**config.mk**
```make
export PLATFORM = sky130hd
export DESIGN_NAME = irq_sequencer
export DESIGN_NICKNAME = d
export VERILOG_FILES = /design/src/rtl/msp430_pkg.sv /design/src/rtl/irq_prio_enc.sv /design/src/rtl/irq_sequencer.sv
export SDC_FILE = /design/constraint.sdc
export NUM_CORES = 1
export LEC_CHECK = 0
export BUFFER_PORTS_ARGS = -buffer_cell sky130_fd_sc_hd__buf_2
export CORE_MARGIN = 2
export CORE_UTILIZATION = 38
export CTS_BUF_LIST = sky130_fd_sc_hd__clkbuf_16
export DETAILED_ROUTE_END_ITERATION = 8
export HOLD_SLACK_MARGIN = 0.06
export PLACE_DENSITY = 0.76
export SYNTH_ARGS = -nofsm -noshare
export SYNTH_HDL_FRONTEND = slang
export SYNTH_SLANG_ARGS = --single-unit
```
**constraint.sdc**
```tcl
create_clock -name clk -period 1.8 [get_ports clk]
set_input_delay 0.36 -clock clk [delete_from_list [all_inputs] [get_ports clk]]
set_output_delay 0.36 -clock clk [all_outputs]
set_load 0.01 [all_outputs]
```
**src/rtl/msp430_pkg.sv**
```systemverilog
// Shared definitions for the interrupt sequencer: FSM state encoding,
// register-file indices, status-register bit masks and vector address helper.
package msp430_pkg;

    typedef enum logic [2:0] {
        ST_IDLE      = 3'd0,
        ST_PUSH_ADDR = 3'd1,
        ST_PUSH_DATA = 3'd2,
        ST_PUSH_WR   = 3'd3,
        ST_CLR_SR    = 3'd4,
        ST_VEC_RD    = 3'd5,
        ST_POP_ADDR  = 3'd6,
        ST_POP_RD    = 3'd7
    } irq_seq_state_e;

    localparam logic [3:0]  REG_PC = 4'd0;
    localparam logic [3:0]  REG_SP = 4'd1;
    localparam logic [3:0]  REG_SR = 4'd2;

    localparam logic [15:0] SR_GIE_MASK  = 16'h0008;
    localparam logic [15:0] SR_SCG0_MASK = 16'h0040;

    localparam logic PHASE_PC = 1'b0;
    localparam logic PHASE_SR = 1'b1;

    // Word-sized vector slots; the sum wraps naturally at 16 bits.
    function automatic logic [15:0] vector_addr(input logic [15:0] base, input logic [3:0] idx);
        return base + {11'd0, idx, 1'b0};
    endfunction

endpackage

```
**src/rtl/irq_prio_enc.sv**
```systemverilog
// Combinational priority encoder: reports the highest-index set request.
module irq_prio_enc #(
    parameter int NUM_IRQ = 16
) (
    input  logic [NUM_IRQ-1:0] req_i,
    output logic [3:0]         idx_o,
    output logic               valid_o
);

    // Ascending scan so the last (highest) set bit overrides lower ones.
    always_comb begin
        idx_o   = 4'd0;
        valid_o = 1'b0;
        for (int i = 0; i < NUM_IRQ; i++) begin
            idx_o   = req_i[i] ? 4'(i) : idx_o;
            valid_o = valid_o | req_i[i];
        end
    end

endmodule

```
**src/rtl/irq_sequencer.sv**
```systemverilog
// Interrupt entry/return sequencer: pushes PC and SR, clears SR, fetches the vector.
// Define IRQ_SEQ_RETI_EN to add the RETI pop sequence (SR then PC).
module irq_sequencer
    import msp430_pkg::*;
#(
    parameter logic [15:0] VECTOR_BASE = 16'hFFE0,
    parameter int          NUM_IRQ     = 16
) (
    input  logic               clk,
    input  logic               srst,
    input  logic [NUM_IRQ-1:0] irq_req,
    output logic [NUM_IRQ-1:0] irq_ack,
    input  logic               boundary,
    input  logic               reti_req,
    output logic               busy,
    input  logic [15:0]        flags,
    output logic [3:0]         reg_regno,
    output logic               reg_store,
    output logic [15:0]        reg_data,
    input  logic [15:0]        reg_value,
    output logic [1:0]         reg_as,
    output logic               reg_bytemode,
    output logic               reg_post_inc,
    output logic               reg_sp_dec,
    output logic [15:0]        mem_addr,
    output logic [15:0]        mem_wdata,
    output logic               mem_we,
    output logic               mem_re,
    input  logic [15:0]        mem_rdata,
    input  logic               mem_ready
);

    irq_seq_state_e state_q, state_d;
    logic           phase_q, phase_d;
    logic [3:0]     idx_q, idx_d;
    logic [15:0]    addr_q, addr_d;
    logic [15:0]    data_q, data_d;

    logic [3:0]     enc_idx_s;
    logic           enc_valid_s;
    logic           irq_go_s;
    logic [15:0]    ack16_s;

    irq_prio_enc #(.NUM_IRQ(NUM_IRQ)) u_prio (
        .req_i   (irq_req),
        .idx_o   (enc_idx_s),
        .valid_o (enc_valid_s)
    );

    assign irq_go_s     = boundary & (|(flags & SR_GIE_MASK)) & enc_valid_s;
    assign busy         = (state_q != ST_IDLE);
    assign irq_ack      = ack16_s[NUM_IRQ-1:0];
    assign reg_as       = 2'b00;
    assign reg_bytemode = 1'b0;

`ifndef IRQ_SEQ_RETI_EN
    logic unused_reti_s;
    assign unused_reti_s = reti_req;
`endif

    // State and latch registers.
    always_ff @(posedge clk) begin
        if (srst) begin
            state_q <= ST_IDLE;
            phase_q <= PHASE_PC;
            idx_q   <= 4'd0;
            addr_q  <= 16'd0;
            data_q  <= 16'd0;
        end else begin
            state_q <= state_d;
            phase_q <= phase_d;
            idx_q   <= idx_d;
            addr_q  <= addr_d;
            data_q  <= data_d;
        end
    end

    // Next-state and output decode; srst silences every strobe in its own cycle.
    always_comb begin
        state_d      = state_q;
        phase_d      = phase_q;
        idx_d        = idx_q;
        addr_d       = addr_q;
        data_d       = data_q;
        reg_regno    = REG_PC;
        reg_store    = 1'b0;
        reg_data     = 16'd0;
        reg_post_inc = 1'b0;
        reg_sp_dec   = 1'b0;
        mem_addr     = 16'd0;
        mem_wdata    = 16'd0;
        mem_we       = 1'b0;
        mem_re       = 1'b0;
        ack16_s      = 16'd0;
        if (srst) begin
            state_d = ST_IDLE;
        end else begin
            case (state_q)
                ST_IDLE: begin
`ifdef IRQ_SEQ_RETI_EN
                    if (reti_req) begin
                        state_d = ST_POP_ADDR;
                        phase_d = PHASE_SR;
                    end else if (irq_go_s) begin
`else
                    if (irq_go_s) begin
`endif
                        state_d = ST_PUSH_ADDR;
                        phase_d = PHASE_PC;
                        idx_d   = enc_idx_s;
                    end else begin
                        state_d = ST_IDLE;
                    end
                end
                ST_PUSH_ADDR: begin
                    reg_regno  = REG_SP;
                    reg_sp_dec = 1'b1;
                    addr_d     = reg_value;
                    state_d    = ST_PUSH_DATA;
                end
                ST_PUSH_DATA: begin
                    reg_regno = (phase_q == PHASE_SR) ? REG_SR : REG_PC;
                    data_d    = reg_value;
                    state_d   = ST_PUSH_WR;
                end
                ST_PUSH_WR: begin
                    mem_we    = 1'b1;
                    mem_addr  = addr_q;
                    mem_wdata = data_q;
                    if (!mem_ready) begin
                        state_d = ST_PUSH_WR;
                    end else if (phase_q == PHASE_PC) begin
                        state_d = ST_PUSH_ADDR;
                        phase_d = PHASE_SR;
                    end else begin
                        state_d = ST_CLR_SR;
                    end
                end
                ST_CLR_SR: begin
                    // data_q still holds the SR just pushed.
                    reg_regno = REG_SR;
                    reg_store = 1'b1;
                    reg_data  = data_q & SR_SCG0_MASK;
                    state_d   = ST_VEC_RD;
                end
                ST_VEC_RD: begin
                    mem_re   = 1'b1;
                    mem_addr = vector_addr(VECTOR_BASE, idx_q);
                    if (mem_ready) begin
                        reg_regno = REG_PC;
                        reg_store = 1'b1;
                        reg_data  = mem_rdata;
                        ack16_s   = 16'd1 << idx_q;
                        state_d   = ST_IDLE;
                        phase_d   = PHASE_PC;
                    end else begin
                        state_d = ST_VEC_RD;
                    end
                end
`ifdef IRQ_SEQ_RETI_EN
                ST_POP_ADDR: begin
                    reg_regno    = REG_SP;
                    reg_post_inc = 1'b1;
                    addr_d       = reg_value;
                    state_d      = ST_POP_RD;
                end
                ST_POP_RD: begin
                    mem_re   = 1'b1;
                    mem_addr = addr_q;
                    if (!mem_ready) begin
                        state_d = ST_POP_RD;
                    end else if (phase_q == PHASE_SR) begin
                        reg_regno = REG_SR;
                        reg_store = 1'b1;
                        reg_data  = mem_rdata;
                        state_d   = ST_POP_ADDR;
                        phase_d   = PHASE_PC;
                    end else begin
                        reg_regno = REG_PC;
                        reg_store = 1'b1;
                        reg_data  = mem_rdata;
                        state_d   = ST_IDLE;
                    end
                end
`endif
                default: begin
                    state_d = ST_IDLE;
                end
            endcase
        end
    end

endmodule

```
==> impl_metrics.env <==
export IMPL_outcome="complete, but fails checks"
export IMPL_failed_checks="negative setup slack"
export IMPL_antenna_found_initial=0
export IMPL_max_stage_delay_ns=0.46
export IMPL_finClkSkew_ns=0.00361
export IMPL_synth_seq_area_share_pct=35.7
export IMPL_crit_path_end_kind="output port"
export IMPL_grt_max_degree=43
export IMPL_max_cap_viol_count=0
export IMPL_worstPathCellList="and2b_2, nand2_4, or4_4, nor3_2, buf_2"
export IMPL_startpoint_of_the_lowest_slack_hold_path="reg_value[0]"
export IMPL_asyncSetResetFlopFracSynth_pct=0
export IMPL_worst_r2r_startpoint="state_q[1]"
export IMPL_post_route_wl_um=6870
export IMPL_drc_errors=0
export IMPL_finish_net_count=508
export IMPL_critPathSlowestCell="or4_4"
export IMPL_hp_class="input pin to register"
export IMPL_grt_overflow=0
export IMPL_crit_path_max_fanout=4
export IMPL_finalWeightedCongestion=0.785
export IMPL_post_route_worst_setup_slack_ns=-0.226
export IMPL_tightest_slew_ns=0.585
export IMPL_drt_pass1_iterations=4
export IMPL_critPathLaunchType="register"
export IMPL_relSlewSlack_pct=60.9
export IMPL_mappedNetlistArea_um2=2240
export IMPL_layout_area_seq_um2=806
export IMPL_initial_utilization_pct=40.0
export IMPL_numPortBuffers=123
export IMPL_antenna_cells_inserted=0
export IMPL_cts_buffer_depth=2
export IMPL_cp_data_arrival_time_ns=1.67
export IMPL_area_delta_synth_final_pct=51.1
export IMPL_clock_sink_count=40
export IMPL_stdcell_area_um2=3390
export IMPL_drt_first_iter_violations=109
export IMPL_clock_tree_htree_level_count=2
export IMPL_drive_gt1_share_pct=44.5
export IMPL_fin_crit_sh_pct=113
export IMPL_cts_tree="built"
export IMPL_place_hpwl_um=4920
export IMPL_first_global_vias=2242
export IMPL_irDropWorstVdd_uv=513
export IMPL_timing_critical_path_required_ns=1.44
export IMPL_nFillCells=507
export IMPL_via_count=2537
export IMPL_unrepaired_setup_endpoints_after_global_routing="yes"
export IMPL_die_height_um=80.8
export IMPL_dieArea_um2=6530
export IMPL_yosys_warnings=0
export IMPL_drt_vias_per_instance=4.96
export IMPL_area_occupied_by_multi_input_gates_um2=1380
export IMPL_placement_cell_area_um2=2980
export IMPL_cts_made_buffers=5
export IMPL_i_o_pin_cnt=146
export IMPL_ys_dominant_reg_cell="dfxtp_1"
export IMPL_grt_pass1_wl_um=10100
export IMPL_final_hold_viol_count=0
export IMPL_grt_total_usage_pct=19.8
export IMPL_cts_root_buffer="clkbuf_16"
export IMPL_clk_latency_ns=0.28
export IMPL_startpoint="state_q[1]"
export IMPL_setup_viol_count_final=67
export IMPL_synth_edf_count=0
export IMPL_static_leakage_power_uw=0.00168
export IMPL_drt_antenna_violating_nets=0
export IMPL_slew_violations=0
export IMPL_num_rows=27
export IMPL_syn_area_per_cell_um2=7.23
export IMPL_synth_cell_types=44
export IMPL_design_core_area_um2=5610
export IMPL_synth_cells=310
export IMPL_utilization_pct=60.4
export IMPL_wl_per_cell_um=13.4
export IMPL_clkSlewWorstSetupHoldPaths_ns=0.06
export IMPL_critical_path_class="register to output port"
export IMPL_clock_fmax_mhz=493
export IMPL_die_width_um=80.8
export IMPL_synth_seq_cells=40
export IMPL_pwr_density_cell_nw_per_um2=634
export IMPL_final_period_minus_worst_setup_slack_ns=2.03
[area by class of cell]
class,instances,area share [%]
clock inverters,3,0.406
repair buffers,146,28.0
inverters,7,0.776
multi-input cells,239,40.7
flip-flops and latches,40,23.8
well taps,72,2.66
clock buffers,5,3.69
[cell usage after synthesis, types with 3 or more instances]
master,number,share of area [%]
a22o_1,4,1.6
nand3_1,4,0.89
nor3_1,7,1.6
nand2b_1,3,0.84
nor2_1,25,4.2
nor4_1,3,0.84
nand2_1,72,12
buf_2,10,2.2
clkbuf_1,9,1.5
and2_1,33,9.2
inv_1,6,1.0
o21ai_0,3,0.67
buf_4,7,2.3
dfxtp_1,40,36
a21o_1,11,3.7
a21oi_1,40,8.9
[worst paths after layout]
kind	to	slack (ns)	cells past startpoint
worst min-delay path	addr_q[0]	0.33	3
worst max register to register	idx_q[1]	0.14	6
worst max-delay path	irq_ack[1]	-0.23	5
worst min register to register	data_q[9]	0.45	2
[worst max-delay path, delay by kind of cell, from the launching register on]
kind | cells | cell delay [ns]
DFF | 1 | 0.35
buffers and inverters | 1 | 0.15
and+or+nand+nor | 4 | 0.89
[power breakdown]
group	switching [µW]	internal (µW)	total [µW]
logic	189	142	332
registers	35.2	935	970
clock network	341	503	844
[state kept, by name (all words and copies together) (netlist names)]
register	flops
addr_q	16
data_q	16
idx_q	4
phase_q	1
state_q	3
[per-stage QoR]
step	setup WS, ns	hold slack (ns)	TNS (ns)	total power (µW)	instances
floorplan	-0.0121	0.432	-0.0121	1180	315
global placement	0.0383	0.437	0	1290	499
detailed placement	0.0201	0.444	0	1300	499
CTS	-0.228	0.324	-9.48	2160	510
global route	-0.270	0.334	-13.86	2250	512
finish	-0.226	0.328	-9.74	2150	512
[cell usage in the layout, fill, tap and decap left out, types with 4 or more instances in the layout]
cell	n
buf_2	106
nand2_1	71
a21o_1	11
conb_1	6
nor2_1	22
clkbuf_16	6
a22o_1	4
buf_4	17
buf_6	20
nor3_1	5
dfxtp_1	38
inv_1	6
a21oi_1	37
and2_4	15
and2_1	18
[kinds of logic after synthesis]
kind of cell	Yosys count	share of synthesized area (%)
AO/OA/AOI/OAI	70	20.4
multiplexers	2	0.893
flip-flops	40	35.7
other	1	0.167
buffers and inverters	36	8.20
AND/OR/NAND/NOR	161	34.6
[per-layer routing]
metal,vias up,routed length [µm],GRT usage [%],share of wire (%)
met4,0,129,6.61,1.9
met3,13,477,3.78,6.9
met2,96,3550,36.7,52
met5,-,0,0,0
met1,1151,2710,22.5,39
li1,1277,-,-,-
[timing repair]
| action | in CTS | in global routing |
|---|---|---|
| cloned | 0 | 2 |
| setup endpoints to repair | 67 | 70 |
| hold buffers | 0 | 0 |
| pin swaps | 4 | 23 |
| setup buffers | 4 | 1 |
| resized for setup | 8 | 48 |
(Power assumes the default switching activity.)
